## config.mk

```make
export PLATFORM = sky130hd
export DESIGN_NAME = memory_top
export DESIGN_NICKNAME = d
export VERILOG_FILES = /design/src/rtl/memory_top.sv
export SDC_FILE = /design/constraint.sdc
export NUM_CORES = 1
export LEC_CHECK = 0
export BUFFER_PORTS_ARGS = -buffer_cell sky130_fd_sc_hd__buf_2
export CORE_ASPECT_RATIO = 1.5
export CORE_UTILIZATION = 35
export DETAILED_ROUTE_END_ITERATION = 10
export GPL_TIMING_DRIVEN = 0
export PLACE_DENSITY = 0.76
export RECOVER_POWER = 100
export SLEW_MARGIN = 20
export SYNTH_ARGS = -nofsm -noshare
export SYNTH_HDL_FRONTEND = slang
export SYNTH_SLANG_ARGS = --single-unit
export TNS_END_PERCENT = 100
```

## constraint.sdc

```tcl
create_clock -name clk -period 5.3 [get_ports clk]
set_input_delay 0.53 -clock clk [delete_from_list [all_inputs] [get_ports clk]]
set_output_delay 0.53 -clock clk [all_outputs]
set_load 0.05 [all_outputs]
```

## src/rtl/memory_top.sv

```systemverilog
// Memory stage of the 5-stage RISC-V pipeline: issues loads/stores over a
// req/ack data-memory port, extends load data and drives the M/W pipeline register.
module memory_top #(
  parameter int DATA_WIDTH     = 32,
  parameter int ADDR_WIDTH     = 5,
  parameter int TIMEOUT_CYCLES = 255
) (
  input  logic                  clk,
  input  logic                  reset,
  input  logic                  RegWriteM,
  input  logic [1:0]            ResultSrcM,
  input  logic                  MemWriteM,
  input  logic [2:0]            MemoryOpM,
  input  logic [DATA_WIDTH-1:0] ALUResultM,
  input  logic [DATA_WIDTH-1:0] WriteDataM,
  input  logic [ADDR_WIDTH-1:0] RdM,
  input  logic [DATA_WIDTH-1:0] PCPlus4M,
  output logic                  mem_req,
  output logic                  mem_we,
  output logic [DATA_WIDTH-1:0] mem_addr,
  output logic [DATA_WIDTH-1:0] mem_wdata,
  output logic [3:0]            mem_be,
  input  logic                  mem_ack,
  input  logic [DATA_WIDTH-1:0] mem_rdata,
  output logic                  StallM,
  output logic [DATA_WIDTH-1:0] ReadDataM,
  output logic                  MisalignedM,
  output logic                  MemTimeoutM,
  output logic                  RegWriteW,
  output logic [1:0]            ResultSrcW,
  output logic [DATA_WIDTH-1:0] ALUResultW,
  output logic [DATA_WIDTH-1:0] ReadDataW,
  output logic [ADDR_WIDTH-1:0] RdW,
  output logic [DATA_WIDTH-1:0] PCPlus4W
);

  localparam int CNT_W = (TIMEOUT_CYCLES > 1) ? $clog2(TIMEOUT_CYCLES) : 1;
  localparam logic [CNT_W-1:0] CNT_LAST = CNT_W'(TIMEOUT_CYCLES - 1);

  typedef enum logic [1:0] {
    ST_IDLE = 2'd0,
    ST_WAIT = 2'd1,
    ST_DONE = 2'd2
  } state_t;

  state_t                state_reg;
  logic [CNT_W-1:0]      cnt_reg;
  logic [DATA_WIDTH-1:0] capture_reg;
  logic                  timed_out_reg;

  logic                  access;
  logic                  size_half;
  logic                  size_word;
  logic                  misaligned;
  logic                  aligned_access;
  logic                  busy;
  logic                  timeout_hit;
  logic [7:0]            load_byte;
  logic [15:0]           load_half;
  logic [DATA_WIDTH-1:0] load_ext;
  logic [DATA_WIDTH-1:0] read_data_int;
  logic [3:0]            lane_be;
  logic [DATA_WIDTH-1:0] lane_wdata;

  assign access         = (ResultSrcM == 2'b01) | MemWriteM;
  assign size_half      = (MemoryOpM[1:0] == 2'b01);
  assign size_word      = (MemoryOpM[1:0] == 2'b10);
  assign misaligned     = (size_half & ALUResultM[0]) | (size_word & (|ALUResultM[1:0]));
  assign aligned_access = access & ~misaligned;

  // busy covers the whole outstanding access; the M register is frozen meanwhile,
  // which is what keeps addr/we/wdata/be stable while mem_req is high.
  assign busy        = ~reset & (((state_reg == ST_IDLE) & aligned_access) | (state_reg == ST_WAIT));
  assign timeout_hit = (state_reg == ST_WAIT) & (cnt_reg == CNT_LAST) & ~mem_ack;

  always_comb begin
    load_byte = 8'h00;
    case (ALUResultM[1:0])
      2'd0:    load_byte = mem_rdata[7:0];
      2'd1:    load_byte = mem_rdata[15:8];
      2'd2:    load_byte = mem_rdata[23:16];
      default: load_byte = mem_rdata[31:24];
    endcase
    load_half = ALUResultM[1] ? mem_rdata[31:16] : mem_rdata[15:0];
    case (MemoryOpM[1:0])
      2'b00:   load_ext = {{(DATA_WIDTH-8){~MemoryOpM[2] & load_byte[7]}}, load_byte};
      2'b01:   load_ext = {{(DATA_WIDTH-16){~MemoryOpM[2] & load_half[15]}}, load_half};
      default: load_ext = mem_rdata;
    endcase
  end

  for (genvar gi = 0; gi < 4; gi++) begin : g_lane
    assign lane_be[gi] = (MemoryOpM[1:0] == 2'b00) ? (ALUResultM[1:0] == 2'(gi)) :
                         (MemoryOpM[1:0] == 2'b01) ? (ALUResultM[1] == 1'(gi / 2)) : 1'b1;
    assign lane_wdata[8*gi +: 8] = (MemoryOpM[1:0] == 2'b00) ? WriteDataM[7:0] :
                                   (MemoryOpM[1:0] == 2'b01) ? WriteDataM[8*(gi % 2) +: 8] :
                                                               WriteDataM[8*gi +: 8];
  end

  assign mem_req     = busy;
  assign StallM      = busy;
  assign mem_we      = busy & MemWriteM;
  assign mem_addr    = {ALUResultM[DATA_WIDTH-1:2], 2'b00};
  assign mem_wdata   = lane_wdata;
  assign mem_be      = busy ? lane_be : 4'b0000;
  assign MisalignedM = ~reset & (state_reg == ST_IDLE) & access & misaligned;
  assign MemTimeoutM = ~reset & timeout_hit;

  assign read_data_int = (state_reg == ST_DONE) ? capture_reg : load_ext;
  assign ReadDataM     = reset ? '0 : read_data_int;

  always_ff @(posedge clk) begin
    if (reset) begin
      state_reg     <= ST_IDLE;
      cnt_reg       <= '0;
      capture_reg   <= '0;
      timed_out_reg <= 1'b0;
      RegWriteW     <= 1'b0;
      ResultSrcW    <= 2'b00;
      ALUResultW    <= '0;
      ReadDataW     <= '0;
      RdW           <= '0;
      PCPlus4W      <= '0;
    end else begin
      case (state_reg)
        ST_IDLE: begin
          if (aligned_access) begin
            cnt_reg       <= '0;
            timed_out_reg <= 1'b0;
            if (mem_ack) begin
              capture_reg <= load_ext;
              state_reg   <= ST_DONE;
            end else begin
              state_reg   <= ST_WAIT;
            end
          end
        end
        ST_WAIT: begin
          cnt_reg <= cnt_reg + CNT_W'(1);
          if (mem_ack) begin
            capture_reg <= load_ext;
            state_reg   <= ST_DONE;
          end else if (cnt_reg == CNT_LAST) begin
            // An aborted access leaves zero as its load value.
            capture_reg   <= '0;
            timed_out_reg <= 1'b1;
            state_reg     <= ST_DONE;
          end
        end
        default: state_reg <= ST_IDLE;
      endcase

      if (!busy) begin
        RegWriteW  <= RegWriteM & ~(access & misaligned) &
                      ~((state_reg == ST_DONE) & timed_out_reg);
        ResultSrcW <= ResultSrcM;
        ALUResultW <= ALUResultM;
        ReadDataW  <= read_data_int;
        RdW        <= RdM;
        PCPlus4W   <= PCPlus4M;
      end
    end
  end

endmodule

```

After elaboration in Yosys (flattened, before gate mapping)
Cells that the tools add are included.
- input port bits: 143
- word-level logic and storage cells: 95
- register bits after elaboration: 147
- muxes and demuxes: 33
- add/subtract/negate cells: 1
- bitwise operators: 28
- eq/ne operators: 14
- reduce and logical (&&, ||, !) cells: 9
- operator list (operator ; count):
    $mux 32 ; 6
    $pmux 32 s2 ; 2
    $mux 8 ; 6
    $pmux 8 s3 ; 1
    $and 1x1->1 ; 18
    $mux 16 ; 1
    $pmux 8 s2 ; 1
    $mux 1 ; 9
    $add 8x1->8 const B ; 1
    $eq 2x1->1 const B ; 4
    $eq 2x2->1 const B ; 4
    $eq 8x8->1 const B ; 1
    $mux 2 ; 4
    $reduce_and 4->1 ; 2
    $not 1->1 ; 7
    $logic_not 2->1 ; 3
    $ne 2x2->1 const B ; 3
    $mux 4 ; 1
    $pmux 2 s2 ; 1
    $reduce_and 2->1 ; 2
    $ne 3x2->1 const B ; 1
    $or 1x1->1 ; 3
    $ne 2x1->1 const B ; 1
    $pmux 1 s2 ; 1
    other kinds (2) ; 2

Logic depth before layout (Yosys ltp)
Gate-level depths: netlist of the first run.
- word-level depth: 9
- depth in mapped cells: 8
- gate-level depth less buffers: 7

Worst setup path before layout of the first run
No wires, ideal clock.
- path type: in2out
- from: in ALUResultM[1]
- to: out ReadDataM[21]
- buffers on the path: 2
- setup slack: 1936 ps
- data required time: 4770 ps
- cell stages on the path: 7
- data arrival time: 2834 ps
- cell sequence: buf_2 mux2_2 nor3_1 o41ai_4 buf_2 a21oi_1 nor3_1
- longest elaborated chain between the ends: 6
- elaborated cells on any way between the ends: 10
- ends and longest elaborated chain (what ; RTL line ; source):
    start: declaration ; 14 ; input logic [DATA_WIDTH-1:0] ALUResultM,
    $eq 2x2->1, or another cell as far along ; 78 ; case (ALUResultM[1:0])
    $pmux 8 s3 ; 78 ;
    $and 1x1->1 ; 86 ; 2'b00: load_ext = {{(DATA_WIDTH-8){~MemoryOpM[2] & load_byte[7]}}, load_byte};
    $pmux 32 s2 * ; 85 ; case (MemoryOpM[1:0])
    $mux 32 * ; 109 ; assign read_data_int = (state_reg == ST_DONE) ? capture_reg : load_ext;
    $mux 32 * ; 110 ; assign ReadDataM = reset ? '0 : read_data_int;
    end: declaration ; 26 ; output logic [DATA_WIDTH-1:0] ReadDataM,
Mark *: on every way between the ends. The rest lies on a longest branch, timed or not.

Worst setup path after layout of the first run
- from: in ALUResultM[1]
- to: out ReadDataM[24]
The elaborated chain is that of the path after synthesis.

==> out/qor.csv, run 1 <==
metric;value;unit
row cnt;64;
CTS tree;built;
CTS clock-pin slew for the worst setup and hold paths;60;ps
Synth Area per Inst;8.13;µm²
gr ovfl total;0;
die area;0.0213;mm²
fillers;2198;
Worst Path Required;4770;ps
setup total negative slack;0;ps
maximum operating frequency;0.231;GHz
Layout Nets;1402;
core area;0.0203;mm²
CTS Buffer Depth;2;
CTS HTree Levels;4;
most frequent cells in the layout;clkbuf_1, nand2_1, buf_2;
Slew @ Worst Pin;1310;ps
relative slew slack;0.120;
Worst Skew;10.2;ps
Area after DPL;0.00931;mm²
Non-Filler Instances;1537;
Hold WC Path Type;in2reg;
Post-Layout Inst Area;0.00961;mm²
crit path DAT;3810;ps
synthesized area;0.00724;mm²
Hold Fails Final Rpt;0;
post-synthesis mux area share;0.0536;
share of cells above drive strength 1;0.212;
post-synthesis sequential area ratio;0.407;
CTS Buf Count;17;
Initial Utilization;0.356;
Ys Warns;0;
CP max FO;10;
Adder-Cell Fraction of Synth Area;0.00346;
remaining antenna violation count after routing;0;
fin. max-slew vios;0;
Net Sw Power;1.44;mW
Final HPWL DP;21.7;mm
number of I/O port buffers;347;
Sink Count;147;
leading cell type in the layout, fill and taps excluded;clkbuf_1;
initial antenna violation count;3;
area growth from synthesis to layout;32.7;%
Worst-Skew Late Latency;440;ps
Int Pwr;2.12;mW
Main synth FF type;dfxtp_1;
RSZ-0062 raised after global routing;no;
Switching Fraction;0.404;
final setup vio count;0;
area of the multi-input gates;0.00361;mm²
max cap viols;0;
clock power share;0.335;
drt first pass iters;5;
first-pass GRT wire length;40.8;mm
status;finished, final reports clean;
Inst Count DP;1502;
Post-Synth Simple-Gate Area;0.179;
Post-Route WL;27.7;mm
critical path class;in2out;
Flop pwr share;0.351;
Yosys cell types;55;
fin crit period;4340;ps
RePlAce Congestion;0.971;
Final period util;0.818;
Cells after Synth;890;
via-per-instance ratio;5.28;
Vias;8109;
wire length per cell;18.0;µm
post-synthesis compound-gate area fraction;0.260;
number of DRC markers in iteration 0;530;
gr usage total;0.251;
XOR/XNOR Fraction of Synth Area;0.00605;
clock root buffer master;clkbuf_16;
drc violations;0;
FF/Latch Area;0.00294;mm²
largest family of logic cells by synthesized area;compound AO/OA/AOI/OAI gates;
maximum vdd drop;0.212;mV
pin count of the biggest net entering global routing;17;
Gate power share;0.314;
Die Y;178;µm
Post-CTS Hold Buffers;0;
CTS resizes;0;
Post-CTS Setup Repair Bufs;0;
fraction of registers with async set/reset;0;
startpoint types;input port;
crit path capture type;primary output;
EDFF count, synth;0;
Die Wd;119;µm
#FFs+latches synth;147;
IO Pins;352;
leakage;4.01;nW
Power Dens Cells;370;mW/mm²
number of global-route vias before repair;7683;
[per-layer routing]
layer	vias up	wire length, µm	global-route usage
met5	-	0	0
met4	0	1130	0.151
met3	68	1510	0.0403
met2	389	14900	0.485
met1	3777	10100	0.248
li1	3875	-	-
[power groups by stage]
| stage | registers, mW | clock network (mW) | logic (mW) |
|---|---|---|---|
| floorplan | 1.53 | 0 | 0.562 |
| detailed placement | 1.27 | 0 | 1.15 |
| finish | 1.25 | 1.19 | 1.12 |
| global placement | 1.26 | 0 | 1.14 |
| CTS | 1.24 | 1.20 | 1.15 |
| global route | 1.26 | 1.24 | 1.18 |
[worst paths after layout]
check,cells past startpoint,startpoint,slack [ps],end
max,9,ALUResultM[1],960,ReadDataM[24]
min,3,PCPlus4M[24],340,PCPlus4W[24]$_SDFFE_PP0N_
max reg2reg,6,cnt_reg[3]$_SDFFE_PP0P_,2470,capture_reg[27]$_SDFFE_PP0P_
min reg2reg,2,ALUResultW[9]$_SDFFE_PP0N_,450,ALUResultW[9]$_SDFFE_PP0N_
[worst max-delay path, cell delays in order]
cell and delay, ps:
clkbuf_1 190, clkbuf_1 460, mux2_2 290, nor3_1 60, o41ai_1 1070, buf_2 400, a21oi_1 90, nor3_1 210
clkbuf_1 490
[stage by stage]
stage	total power, mW	setup WS (ps)	utilization	hold slack [ps]
2_1_floorplan	2.09	1940	-	434
3_3_place_gp	2.41	1640	0.458	436
3_5_place_dp	2.42	1710	0.458	440
4_1_cts	3.60	1710	0.486	324
5_1_grt	3.68	774	0.472	335
6_report	3.55	963	0.472	339
[logic make-up (layout without fill, tap and decap cells)]
logic type                 count (synthesis)  count (layout)
xor gates and xnor gates                   5               5
muxes                                     35              35
DFF                                      147             147
other                                      1               5
AOI/OAI and AO/OA                        274             274
adders and majority gates                  2               2
buffers and inverters                    126             505
and+or+nand+nor                          300             300
[Yosys cell counts (all sizes together) (3+ instances only)]
cell / instances / share of area
a22oi: 9 / 0.0093
nor3: 25 / 0.017
a31oi: 4 / 0.0035
nand3: 18 / 0.012
a22o: 20 / 0.024
xor2: 4 / 0.0048
buf: 60 / 0.057
a21oi: 117 / 0.081
nor2: 45 / 0.023
and3: 3 / 0.0026
o211a: 9 / 0.012
nand2b: 4 / 0.0035
nor2b: 4 / 0.0035
o211ai: 13 / 0.013
and2: 3 / 0.0026
inv: 7 / 0.0036
a21o: 6 / 0.0062
dfxtp: 147 / 0.41
o221a: 4 / 0.0062
clkbuf: 58 / 0.030
a21boi: 3 / 0.0031
or2: 9 / 0.0078
a221o: 25 / 0.035
o41ai: 17 / 0.023
nand4: 3 / 0.0026
o21a: 6 / 0.0062
o21ai: 31 / 0.021
mux2i: 14 / 0.019
mux2: 20 / 0.031
nand2: 177 / 0.092
[cell type report]
cell class	instances	area share
multi-input combinational	618	0.376
sequential	147	0.306
timing repair buffer	347	0.156
buffer	118	0.0645
clock buffer	17	0.0443
tap	264	0.0344
clock inverter	15	0.0155
inverter	8	0.00313
antenna	3	0.000781
(Power assumes the default switching activity.)
==> run 2: changes to the inputs <==
--- a/config.mk
+++ b/config.mk
@@ -10,7 +10,7 @@
 export CORE_UTILIZATION = 35
 export DETAILED_ROUTE_END_ITERATION = 10
 export GPL_TIMING_DRIVEN = 0
-export PLACE_DENSITY = 0.76
+export PLACE_DENSITY = 0.78
 export RECOVER_POWER = 100
 export SLEW_MARGIN = 20
 export SYNTH_ARGS = -nofsm -noshare
==> constraint.sdc (replaced) <==
create_clock -name clk -period 3.9 [get_ports clk]
set_input_delay 0.39 -clock clk [delete_from_list [all_inputs] [get_ports clk]]
set_output_delay 0.39 -clock clk [all_outputs]
set_load 0.05 [all_outputs]
==> run 2 against run 1 <==
  * Clock power rose by 46%
  * Non-clock buffer count did not move
  * Utilization rose by 0.33 points
  * Via count rose by 0.52%
  * Sequential power rose by 35%
  * Global-route usage rose by 0.14 points
  * Worst hold slack got worse by 150 ps
  * Final cell count did not move
  * Combinational power rose by 36%
  * Critical path type unchanged
  * Register-to-register slack got worse by 1500 ps
  * Critical path depth did not move
==> out/qor.csv, run 2 (synthesis results as in run 1) <==
metric;value;unit;change
CTS HTree Levels;4;;unchanged
row cnt;64;;unchanged
Sink Count;147;;unchanged
CTS Buffer Depth;2;;unchanged
Power Dens Cells;512;mW/mm²;+39%
die area;0.0213;mm²;unchanged
clock root buffer master;clkbuf_16;;
crit path DAT;3230;ps;-580 ps
Die Wd;119;µm;unchanged
most frequent cells in the layout;clkbuf_1, nand2_1, dfxtp_1;;
Flop pwr share;0.342;;-0.009
critical path class;in2out;;
relative slew slack;0.0840;;-0.0363
RePlAce Congestion;0.961;;-1.0%
Reg2Reg Launch Point;cnt_reg[3]$_SDFFE_PP0P_;;
maximum operating frequency;0.276;GHz;
maximum vdd drop;0.303;mV;+43%
number of DRC markers in iteration 0;487;;-8.1%
CP max FO;10;;unchanged
crit path capture type;primary output;;
Die Y;178;µm;unchanged
share of cells above drive strength 1;0.220;;+0.00787
Power, Total;4.95;mW;+39%
Int Pwr;3.01;mW;+42%
number of I/O port buffers;347;;unchanged
gr usage total;0.252;;+0.00138
Switching Fraction;0.393;;-0.0108
Crit-path slowest cell;o41ai_2;;
fin. max-slew vios;0;;unchanged
CTS clock-pin slew for the worst setup and hold paths;70;ps;about the same
drc violations;0;;unchanged
Final period util;0.928;;
drt first pass iters;5;;unchanged
core area;0.0203;mm²;unchanged
leakage;4.05;nW;+1.0%
setup total negative slack;0;ps;unchanged
family with the most delay on the worst path;buffers and inverters;;
Vias;8151;;+0.52%
CTS tree;built;;
Layout Nets;1402;;unchanged
wire length per cell;18.0;µm;+0.15%
gr ovfl total;0;;unchanged
Slew @ Worst Pin;1360;ps;+54.0 ps
r2r setup slk;960;ps;-1510 ps
first-pass GRT wire length;40.7;mm;-0.20%
CTS Buf Count;17;;unchanged
number of cells on the worst hold path;3;;unchanged
initial antenna violation count;2;;-1
leading cell type in the layout, fill and taps excluded;clkbuf_1;;
area growth from synthesis to layout;33.7;%;
number of global-route vias before repair;7542;;-1.8%
max cap viols;0;;unchanged
Worst Skew;12.5;ps;+2.30 ps
Post-Route WL;27.7;mm;+0.15%
Worst Path Buf+Inv;4;;unchanged
min-delay src;PCPlus4M[9];;
RSZ-0062 raised after global routing;no;;
Final HPWL DP;21.8;mm;+0.22%
Hold WC Path Type;in2reg;;
Net Sw Power;1.95;mW;+36%
R2R cell count;6;;unchanged
clock power share;0.351;;+0.016
IO Pins;352;;unchanged
via-per-instance ratio;5.30;;+0.52%
Post-CTS Setup Repair Bufs;0;;unchanged
CP Cell Sequence;buf_2, clkbuf_1, mux2_2, nor3_1, o41ai_2, clkbuf_2, a21oi_1, nor3_1, clkbuf_2;;
Worst-Skew Late Latency;440;ps;about the same
remaining antenna violation count after routing;0;;unchanged
Gate power share;0.307;;-0.007
Crit path largest cell delay;750;ps;-320 ps
startpoint types;input port;;
Initial Utilization;0.356;;unchanged
final setup vio count;0;;unchanged
fin crit period;3620;ps;
CTS resizes;0;;unchanged
reg2reg end;capture_reg[29]$_SDFFE_PP0P_;;
Post-CTS Hold Buffers;0;;unchanged
pin count of the biggest net entering global routing;17;;unchanged
fillers;2100;;-4.5%
hold path endpoint;PCPlus4W[9]$_SDFFE_PP0N_;;
Worst Path Required;3510;ps;-1260 ps
status;finished, final reports clean;;
Critical Path Stages;9;;unchanged
Hold Fails Final Rpt;0;;unchanged
## run 2: cell types whose count changed in the layout (fill, tap and decap cells not counted), moves of 2 or more
cell	delta
clkbuf_2	+17
buf_2	-10
clkbuf_1	-7
bufinv_16	+2
clkinv_4	-2
## run 2: worst max path at each step
| stage | from | endpoint | slack, ps |
|---|---|---|---|
| CTS | state_reg[1]$_SDFFE_PP0P_ | mem_be[2] | 390 |
| global route | ALUResultM[1] | ReadDataM[27] | 130 |
| floorplan | ALUResultM[1] | ReadDataM[21] | 820 |
| global placement | ALUResultM[0] | mem_we | 530 |
| detailed placement | MemoryOpM[0] | mem_we | 530 |
| finish | ALUResultM[1] | ReadDataM[30] | 280 |
## run 2: through the flow
step,setup WS [ps],utilization,hold slack (ps),std cells,area [µm²]
global placement,528,0.458,436,1502,9310
global route,134,0.476,185,1536,9670
floorplan,816,-,434,891,7240
finish,280,0.476,191,1537,9670
CTS,389,0.488,178,1534,9930
detailed placement,530,0.458,440,1502,9310
## run 2: layout make-up
type / instances / area [µm²] / share of cell area
repair buffers: 347 / 1510 / 0.156
clock buffers: 17 / 425 / 0.0440
multi-input cells: 618 / 3620 / 0.374
flip-flops and latches: 147 / 2940 / 0.304
inverters: 8 / 30.0 / 0.00310
diodes: 3 / 7.51 / 0.000776
plain buffers: 118 / 617 / 0.0638
well taps: 264 / 330 / 0.0341
clock inverters: 15 / 194 / 0.0200
## run 2: metal layers
metal	GRT usage	wire length [µm]	vias up
li1	-	-	3867
met1	0.261	10100	3766
met2	0.478	14600	436
met3	0.0422	1760	82
met4	0.139	1200	0
met5	0	0	-
## run 2: tightest hold or removal path, delay by kind of cell
kind / cells / cell delay (ps)
AO/OA/AOI/OAI: 1 / 50
AND/OR/NAND/NOR: 1 / 40
buffers and inverters: 1 / 90
## run 2: power groups by stage
stage	combinational [mW]	clock, mW	sequential (mW)
final	1.52	1.74	1.69
after global placement	1.55	0	1.72
after global routing	1.61	1.83	1.71
after floorplan	0.764	0	2.08
after CTS	1.57	1.76	1.69
after detailed placement	1.57	0	1.72
